<file path="config.mk">
export PLATFORM = sky130hd
export DESIGN_NAME = rtc_core
export DESIGN_NICKNAME = d
export VERILOG_FILES = /design/src/rtl/rtc_core.sv
export SDC_FILE = /design/constraint.sdc
export NUM_CORES = 1
export LEC_CHECK = 0
export CAP_MARGIN = 15
export CELL_PAD_IN_SITES_DETAIL_PLACEMENT = 1
export CELL_PAD_IN_SITES_GLOBAL_PLACEMENT = 2
export CORE_MARGIN = 4
export CORE_UTILIZATION = 35
export CTS_BUF_LIST = sky130_fd_sc_hd__clkbuf_4 sky130_fd_sc_hd__clkbuf_8 sky130_fd_sc_hd__clkbuf_16
export CTS_CLUSTER_SIZE = 16
export DETAILED_ROUTE_END_ITERATION = 16
export PLACE_DENSITY = 0.88
export SETUP_SLACK_MARGIN = 0.4
export SYNTH_ARGS = -nofsm -noshare
export SYNTH_HDL_FRONTEND = slang
export SYNTH_SLANG_ARGS = --single-unit
</file>
<file path="constraint.sdc">
create_clock -name clk -period 3.2 [get_ports clk]
set_input_delay 0.64 -clock clk [delete_from_list [all_inputs] [get_ports clk]]
set_output_delay 0.64 -clock clk [all_outputs]
set_load 0.1 [all_outputs]
</file>
<file path="src/rtl/rtc_core.sv">
// Real-time clock core: 1 Hz prescaler, hh:mm:ss keeping and key-driven field adjustment.
// Optional calendar (month/day, carry, adjust, day clamp) compiled in with `RTC_DATE_EN`.
module rtc_core #(
  parameter int unsigned CLK_FREQ = 50_000_000
) (
  input  logic       clk,
  input  logic       rst_n,
  input  logic [1:0] model,
  input  logic [1:0] adjust_shif,
  input  logic       date_time_ch,
  input  logic       key_up,
  input  logic       key_down,
  output logic       tick_1hz,
  output logic [4:0] hour,
  output logic [5:0] minute,
  output logic [5:0] second
`ifdef RTC_DATE_EN
  ,
  output logic [3:0] month,
  output logic [4:0] day
`endif
);

  localparam int unsigned PW = (CLK_FREQ > 1) ? $clog2(CLK_FREQ) : 1;
  localparam logic [PW-1:0] PRE_TC = PW'(CLK_FREQ - 1);
  localparam logic [1:0] MODEL_ADJ = 2'b01;

  logic [PW-1:0] presc_q, presc_d;
  logic          tick_q, tick_d;
  logic [4:0]    hour_q, hour_d;
  logic [5:0]    min_q, min_d;
  logic [5:0]    sec_q, sec_d;
  logic          up_c, dn_c;
`ifdef RTC_DATE_EN
  logic [3:0]    mon_q, mon_d;
  logic [4:0]    day_q, day_d;

  function automatic logic [4:0] days_in_month(input logic [3:0] m);
    case (m)
      4'd2:                      days_in_month = 5'd28;
      4'd4, 4'd6, 4'd9, 4'd11:   days_in_month = 5'd30;
      default:                   days_in_month = 5'd31;
    endcase
  endfunction
`endif

  // +1/-1 with wrap inside [lo, hi]; simultaneous up/down is filtered by the caller
  function automatic logic [5:0] wrap_adj(input logic [5:0] v, input logic [5:0] lo,
                                          input logic [5:0] hi, input logic up,
                                          input logic dn);
    if (up)      wrap_adj = (v >= hi) ? lo : v + 6'd1;
    else if (dn) wrap_adj = (v <= lo) ? hi : v - 6'd1;
    else         wrap_adj = v;
  endfunction

  always_comb begin
    presc_d = presc_q;
    tick_d  = 1'b0;
    hour_d  = hour_q;
    min_d   = min_q;
    sec_d   = sec_q;
`ifdef RTC_DATE_EN
    mon_d   = mon_q;
    day_d   = day_q;
`endif
    up_c    = key_up & ~key_down;
    dn_c    = key_down & ~key_up;

    if (model == MODEL_ADJ) begin
      // Adjust: prescaler parked at 0, no ticks, fields edited without carry
      presc_d = '0;
      if (!date_time_ch) begin
        case (adjust_shif)
          2'b00:   sec_d  = wrap_adj(sec_q, 6'd0, 6'd59, up_c, dn_c);
          2'b01:   min_d  = wrap_adj(min_q, 6'd0, 6'd59, up_c, dn_c);
          2'b10:   hour_d = 5'(wrap_adj(6'(hour_q), 6'd0, 6'd23, up_c, dn_c));
          default: ;
        endcase
      end
`ifdef RTC_DATE_EN
      else begin
        case (adjust_shif)
          2'b00:   day_d = 5'(wrap_adj(6'(day_q), 6'd1, 6'(days_in_month(mon_q)), up_c, dn_c));
          2'b01:   mon_d = 4'(wrap_adj(6'(mon_q), 6'd1, 6'd12, up_c, dn_c));
          default: ;
        endcase
      end
`endif
    end else begin
      if (presc_q == PRE_TC) begin
        presc_d = '0;
        // Second boundary: ripple carry through the time (and calendar) fields
        if (sec_q == 6'd59) begin
          sec_d = '0;
          if (min_q == 6'd59) begin
            min_d = '0;
            if (hour_q == 5'd23) begin
              hour_d = '0;
`ifdef RTC_DATE_EN
              if (day_q >= days_in_month(mon_q)) begin
                day_d = 5'd1;
                mon_d = (mon_q == 4'd12) ? 4'd1 : mon_q + 4'd1;
              end else begin
                day_d = day_q + 5'd1;
              end
`endif
            end else begin
              hour_d = hour_q + 5'd1;
            end
          end else begin
            min_d = min_q + 6'd1;
          end
        end else begin
          sec_d = sec_q + 6'd1;
        end
      end else begin
        presc_d = presc_q + PW'(1);
      end
      tick_d = (presc_d == PRE_TC);
    end

`ifdef RTC_DATE_EN
    // Keep day legal after any month change
    if (day_d > days_in_month(mon_d)) day_d = days_in_month(mon_d);
`endif
  end

  always_ff @(posedge clk or negedge rst_n) begin
    if (!rst_n) begin
      presc_q <= '0;
      tick_q  <= 1'b0;
      hour_q  <= '0;
      min_q   <= '0;
      sec_q   <= '0;
`ifdef RTC_DATE_EN
      mon_q   <= 4'd1;
      day_q   <= 5'd1;
`endif
    end else begin
      presc_q <= presc_d;
      tick_q  <= tick_d;
      hour_q  <= hour_d;
      min_q   <= min_d;
      sec_q   <= sec_d;
`ifdef RTC_DATE_EN
      mon_q   <= mon_d;
      day_q   <= day_d;
`endif
    end
  end

  assign tick_1hz = tick_q;
  assign hour     = hour_q;
  assign minute   = min_q;
  assign second   = sec_q;
`ifdef RTC_DATE_EN
  assign month    = mon_q;
  assign day      = day_q;
`endif

endmodule

</file>
==> results of run 1 <==
==> how the worst max path moves through the flow <==
stage                               start               endpoint  slack [ns]  cells after the start
floorplan           second[3]$_DFFE_PN0P_    hour[0]$_DFFE_PN0P_        0.75                      6
global placement                 model[0]  second[3]$_DFFE_PN0P_        0.57                      8
detailed placement               model[1]    hour[3]$_DFFE_PN0P_        0.53                      7
CTS                 presc_q[11]$_DFF_PN0_     tick_1hz$_DFF_PN0_        0.58                      6
global route         presc_q[0]$_DFF_PN0_    hour[1]$_DFFE_PN0P_        0.41                      7
finish              presc_q[11]$_DFF_PN0_     tick_1hz$_DFF_PN0_        0.58                      6
==> registers in the layout (all words and copies together), names as in the netlist <==
register	cells
minute	6
presc_q	26
second	6
hour	5
tick_1hz	1
==> worst max-delay path, cell delays in order (launching register included) <==
cell and delay (ns):
dfrtp_1 0.52, nand3_2 0.18, or4_1 0.72, or3b_1 0.43
a21oi_1 0.20, nand4b_1 0.13, nor4_2 0.33
==> cell type report <==
class                   instances  area share [%]
well taps                     108           3.865
inverters                      16           1.718
clock buffers                   5           1.969
flip-flops and latches         44           31.50
clock inverters                 3           1.217
repair buffers                 31           7.087
multi-input cells             305           52.65
==> where the power goes <==
group          leakage [nW]  switching, mW  internal [mW]
Sequential            0.585          0.132          0.617
Combinational         0.737          0.578          0.220
Clock                0.0541          0.214          0.231
==> metal layers <==
metal | vias to the layer above | GRT usage, % | part of all wire (%) | wire [um]
li1 | 1417 | - | - | -
met1 | 1451 | 23.31 | 48 | 4049
met2 | 28 | 29.59 | 49 | 4189
met3 | 6 | 2.867 | 2.3 | 197
met4 | 0 | 3.935 | 0.89 | 76
met5 | - | 0 | 0 | 0
==> synthesized netlist by cell type, drive strengths merged, types with 9 or more instances <==
library cell / number
nand4: 10
nand2: 31
ha: 10
nor3: 19
a21oi: 23
nor2: 54
xnor2: 13
clkbuf: 15
inv: 16
xor2: 10
dfrtp: 44
nand3: 20
o21ai: 30
nor4: 9
==> cells by family (layout without fill, tap and decap cells) <==
kind of cell,after synthesis,count (layout),share of synthesized area (%)
buffers and inverters,36,55,5.095
AOI/OAI and AO/OA,90,90,17.87
DFF,44,44,35.58
and+or+nand+nor,180,180,30.25
adders and majority gates,10,10,4.044
xor gates and xnor gates,23,23,6.510
muxes,2,2,0.6470
==> stage by stage <==
| stage | instance area, sq um | cells | utilization, % | setup WS (ns) |
|---|---|---|---|---|
| after floorplan | 3094 | 385 | - | 0.7477 |
| after global placement | 3385 | 504 | 39.00 | 0.5707 |
| after detailed placement | 3385 | 504 | 39.00 | 0.5281 |
| after CTS | 3496 | 512 | 40.28 | 0.5766 |
| after global routing | 3496 | 512 | 40.28 | 0.4086 |
| final | 3496 | 512 | 40.28 | 0.5810 |
==> run_results.csv, run 1 <==
group,metric,value,unit
cells_and_area,final_common_cell,"nor2_1",
job,drv_cap,0,
timing,report.final.slew_viol_count,0,
synth,synth_flop_cell,"dfrtp_1",
route,vias,2902,
grt,grt_pass1_vias,2950,
die,rows,34,
clock_network,cts.sinks,44,
grt,grt_pass1_wl,14550,um
route,wl,8512,um
synth,synth_area,3094,sq um
timing,period_needed,2.619,ns
grt,grt_usage,17.41,%
hold_path,hp-class,"in -> async",
cells_and_area,n_fill_cell,1094,
synth,yosys-top-cells-area,"dfrtp_1 36%, nor2_1 6.6%, o21ai_0 4.9%",
cells_and_area,ff_latch_area,1101,sq um
die,die-width,102.0,um
clock_network,h-tree-depth,2,
synth,synth_seq_cells,44,
worst_setup_path,r2r_end,"tick_1hz$_DFF_PN0_",
cells_and_area,syn2layout_area_growth,12.98,%
die,dieArea,10410,sq um
power,p_per_area,569.7,nW/um^2
synth,yosys_warnings,0,
clock_network,insertion_delay,0.31,ns
worst_setup_path,critPathCaptureType,"flip-flop",
power,irDropWorstVdd,0.3062,mV
worst_setup_path,crit_type,"reg -> reg",
route,detail_route.wl_per_cell,16.63,um
die,ioPinCount,27,
outcome,outcome,"finished clean",
clock_network,cts_resized,0,
cells_and_area,antenna_cells,0,
clock_network,postCtsSetupRepairBufs,0,
route,drc,0,
clock_network,cts_hold_buf,0,
placed_design,gp_congestion,0.7928,
synth,synthArstFlopShare,100.0,%
timing,timing.hold.ws,0.4868,ns
synth,synth_top_area_cell,"dfrtp_1",
clock_network,cts_tree,"done",
cells_and_area,layout.nets,422,
timing,min_period_over_period,81.84,%
timing,max-slew-margin-rel,32.09,%
die,core,8678,sq um
worst_setup_path,r2r_start,"presc_q[11]$_DFF_PN0_",
power,p_leak,1.376,nW
worst_setup_path,worstPathRequired,3.40,ns
die,die_h,102.0,um
cells_and_area,layout_common_cells,"54 x nor2_1, 44 x dfrtp_1, 31 x nand2_1",
worst_setup_path,cp-start-kind,"flip-flop",
worst_setup_path,cp_max_fo,9,
power,total_power,1.992,mW
worst_setup_path,rr_worst_depth,6,
synth,syn_inst,385,
clock_network,ctsRootBufferMaster,"clkbuf_8",
route,first_pass_iters,4,
timing,worst_pin_slew,1.019,ns
synth,avgSynthCellArea,8.037,sq um
worst_setup_path,arrival,2.82,ns
synth,syn_nets,404,
route,ant_nets,0,
clock_network,clock_path_buffers,2,
timing,final_hold_viol_count,0,
grt,gr-total-overflow,0,
clock_network,numCtsBuffers,5,
timing,finalSetupViolations,0,
die,initial_core_util,35.65,%
cells_and_area,drive_gt1_share,9.901,%
placed_design,port_buffers,26,
timing,clock_skew,0.01144,ns
clock_network,clk_pin_slew,0.09,ns
synth,ys_seq_area_share,35.58,%
worst_setup_path,regToRegSetupSlack,0.58,ns
timing,fmax,381.8,MHz
synth,synth.top_cell.area_share,35.58,%
synth,ys_types,54,
timing,fin_tns_setup,0,ns
timing,rsz0062_at_grt,"no",
route,routed_via_density,5.668,
grt,grt_max_degree,45,
synth,synth-edff-count,0,
cells_and_area,multi_input_area,1841,sq um
route,drt_iter0_markers,80,
placed_design,dpl.hpwl,6201,um
grt,antenna_found_initial,0,
Power figures use the tool's default switching activity.
==> inputs of run 2 (changes only) <==
--- a/config.mk
+++ b/config.mk
@@ -9,11 +9,11 @@
 export CELL_PAD_IN_SITES_DETAIL_PLACEMENT = 1
 export CELL_PAD_IN_SITES_GLOBAL_PLACEMENT = 2
 export CORE_MARGIN = 4
-export CORE_UTILIZATION = 35
+export CORE_UTILIZATION = 31
 export CTS_BUF_LIST = sky130_fd_sc_hd__clkbuf_4 sky130_fd_sc_hd__clkbuf_8 sky130_fd_sc_hd__clkbuf_16
 export CTS_CLUSTER_SIZE = 16
 export DETAILED_ROUTE_END_ITERATION = 16
-export PLACE_DENSITY = 0.88
+export PLACE_DENSITY = 0.83
 export SETUP_SLACK_MARGIN = 0.4
 export SYNTH_ARGS = -nofsm -noshare
 export SYNTH_HDL_FRONTEND = slang
==> constraint.sdc (replaced) <==
create_clock -name clk -period 2.2 [get_ports clk]
set_input_delay 0.44 -clock clk [delete_from_list [all_inputs] [get_ports clk]]
set_output_delay 0.44 -clock clk [all_outputs]
set_load 0.1 [all_outputs]
==> run 2 against run 1 <==
Compared with the run above: hold slack got worse by 0.27 ns; clock-buffer cell count is 1 higher; die area rose by 12%; sequential share of layout area is 6.8 points lower; utilization grew 7.6 points; critical path type unchanged; largest cell class unchanged.
==> run_results.csv, run 2 (same netlist as run 1, synthesis figures left out) <==
group,metric,value,unit
route,first_pass_iters,4,
power,switching_share,47.48,%
die,core,9729,sq um
cells_and_area,largest-register,"presc_q",
die,die_h,107.9,um
cells_and_area,largest_register_ffs,26,
die,initial_core_util,31.80,%
cells_and_area,syn2layout_area_growth,50.51,%
timing,min_period_over_period,96.88,%
timing,fmax,469.2,MHz
worst_setup_path,worstPathRequired,2.38,ns
placed_design,dpl.hpwl,7001,um
clock_network,cts_hold_buf,0,
power,intPower,1.602,mW
cells_and_area,final_common_cell,"buf_4",
timing,finalSetupViolations,0,
cells_and_area,final_util,47.87,%
worst_setup_path,arrival,2.31,ns
clock_network,clock_path_buffers,2,
worst_setup_path,crit_type,"reg -> reg",
route,drt_iter0_markers,140,
route,ant_nets,0,
placed_design,port_buffers,26,
grt,antenna_found_initial,0,
grt,grt_max_degree,45,
route,wl,10790,um
timing,fin_tns_setup,0,ns
worst_setup_path,rr_worst_depth,8,
timing,worst_pin_slew,0.5950,ns
power,p_comb_share,44.1,%
route,vias,3256,
timing,rsz0062_at_grt,"yes",
grt,grt_pass1_wl,17480,um
power,p_per_area,655.0,nW/um^2
route,drc,0,
clock_network,cts.sinks,44,
power,pwr-share-clk,17.8,%
die,die-width,107.9,um
clock_network,clk_pin_slew,0.09,ns
cells_and_area,antenna_cells,0,
worst_setup_path,cp_max_fo,5,
timing,clock_skew,0.005248,ns
clock_network,numCtsBuffers,5,
power,irDropWorstVdd,0.6142,mV
cells_and_area,layout.nets,493,
clock_network,insertion_delay,0.30,ns
die,ioPinCount,27,
cells_and_area,n_fill_cell,1162,
outcome,outcome,"finished clean",
power,netSwitchingPower,1.448,mW
timing,report.final.slew_viol_count,0,
power,power_frac_seq,38.1,%
clock_network,h-tree-depth,2,
grt,grt_pass1_vias,3416,
power,p_leak,1.750,nW
die,dieArea,11640,sq um
die,rows,36,
route,detail_route.wl_per_cell,17.74,um
placed_design,gp_congestion,0.7817,
cells_and_area,layout_common_cells,"76 x buf_4, 35 x nor2_1, 30 x nand2_1",
clock_network,cts_tree,"done",
cells_and_area,drive_gt1_share,41.47,%
timing,max-slew-margin-rel,60.33,%
hold_path,hp-class,"in -> async",
clock_network,ctsRootBufferMaster,"clkbuf_8",
timing,period_needed,2.131,ns
worst_setup_path,critPathCaptureType,"flip-flop",
grt,grt_usage,18.61,%
worst_setup_path,cp-start-kind,"flip-flop",
timing,final_hold_viol_count,0,
job,drv_cap,0,
route,routed_via_density,5.355,
grt,gr-total-overflow,0,
-- run 2: metrics by stage --
stage / setup slack, ns / hold slack (ns) / instances / total power, mW / area (sq um)
6_report: 0.06858 / 0.2186 / 608 / 3.050 / 4657
5_1_grt: -0.03314 / 0.2850 / 608 / 3.230 / 4657
3_3_place_gp: -0.02036 / 0.5290 / 575 / 2.370 / 3939
2_1_floorplan: 0.1045 / 0.1444 / 385 / 2.085 / 3338
4_1_cts: 0.1108 / 0.2475 / 603 / 3.014 / 4320
3_5_place_dp: -0.08612 / 0.5518 / 575 / 2.415 / 3939
-- run 2: timing repair --
| item | 4_1_cts | 5_1_grt |
|---|---|---|
| resized for setup | 45 | 68 |
| pin swaps | 8 | 26 |
| setup buffers | 15 | 4 |
| endpoints found under the setup margin | 38 | 40 |
| cloned | 5 | 1 |
-- run 2: power groups by stage --
stage               clock (mW)  sequential (mW)  combinational, mW
floorplan                    0             1.56              0.524
global placement             0             1.16               1.21
detailed placement           0             1.17               1.25
CTS                      0.560             1.16               1.30
global route             0.601             1.19               1.44
finish                   0.542             1.16               1.35
-- run 2: per-layer routing --
metal  vias to the layer above  wire [um]  part of all wire, %  global-route usage [%]
li1                       1565          -                    -                       -
met1                      1639       4738                   44                   23.94
met3                         8        265                  2.5                   2.340
met5                         -          0                    0                       0
met2                        44       5687                   53                   34.19
met4                         0         96                 0.89                   2.254
-- run 2: critical path, cell delays in order, from the launching register on --
cell      delay [ns]
dfrtp_1         0.38
buf_6           0.11
nand4_1         0.13
or4_4           0.62
nor3_4          0.19
buf_6           0.13
a32oi_4         0.14
a311oi_1        0.25
a21oi_1         0.07
-- run 2: area by class of cell --
cell class	instances	area, sq um	area share, %
Clock inverter	2	12.51	0.2687
Timing Repair Buffer	100	854.6	18.35
Multi-Input combinational cell	307	2336	50.16
Inverter	16	60.06	1.290
Sequential cell	44	1151	24.72
Clock buffer	6	76.32	1.639
Tap cell	133	166.4	3.573
-- run 2: path summary, 6_finish.rpt --
check	start	to	slack (ns)
max	presc_q[12]$_DFF_PN0_	hour[1]$_DFFE_PN0P_	0.07
min	rst_n	presc_q[11]$_DFF_PN0_	0.22
max reg2reg	presc_q[12]$_DFF_PN0_	hour[1]$_DFFE_PN0P_	0.07
max in group asynchronous	rst_n	minute[3]$_DFFE_PN0P_	1.51
min in group clk	hour[2]$_DFFE_PN0P_	hour[2]$_DFFE_PN0P_	0.58
min reg2reg	hour[2]$_DFFE_PN0P_	hour[2]$_DFFE_PN0P_	0.58
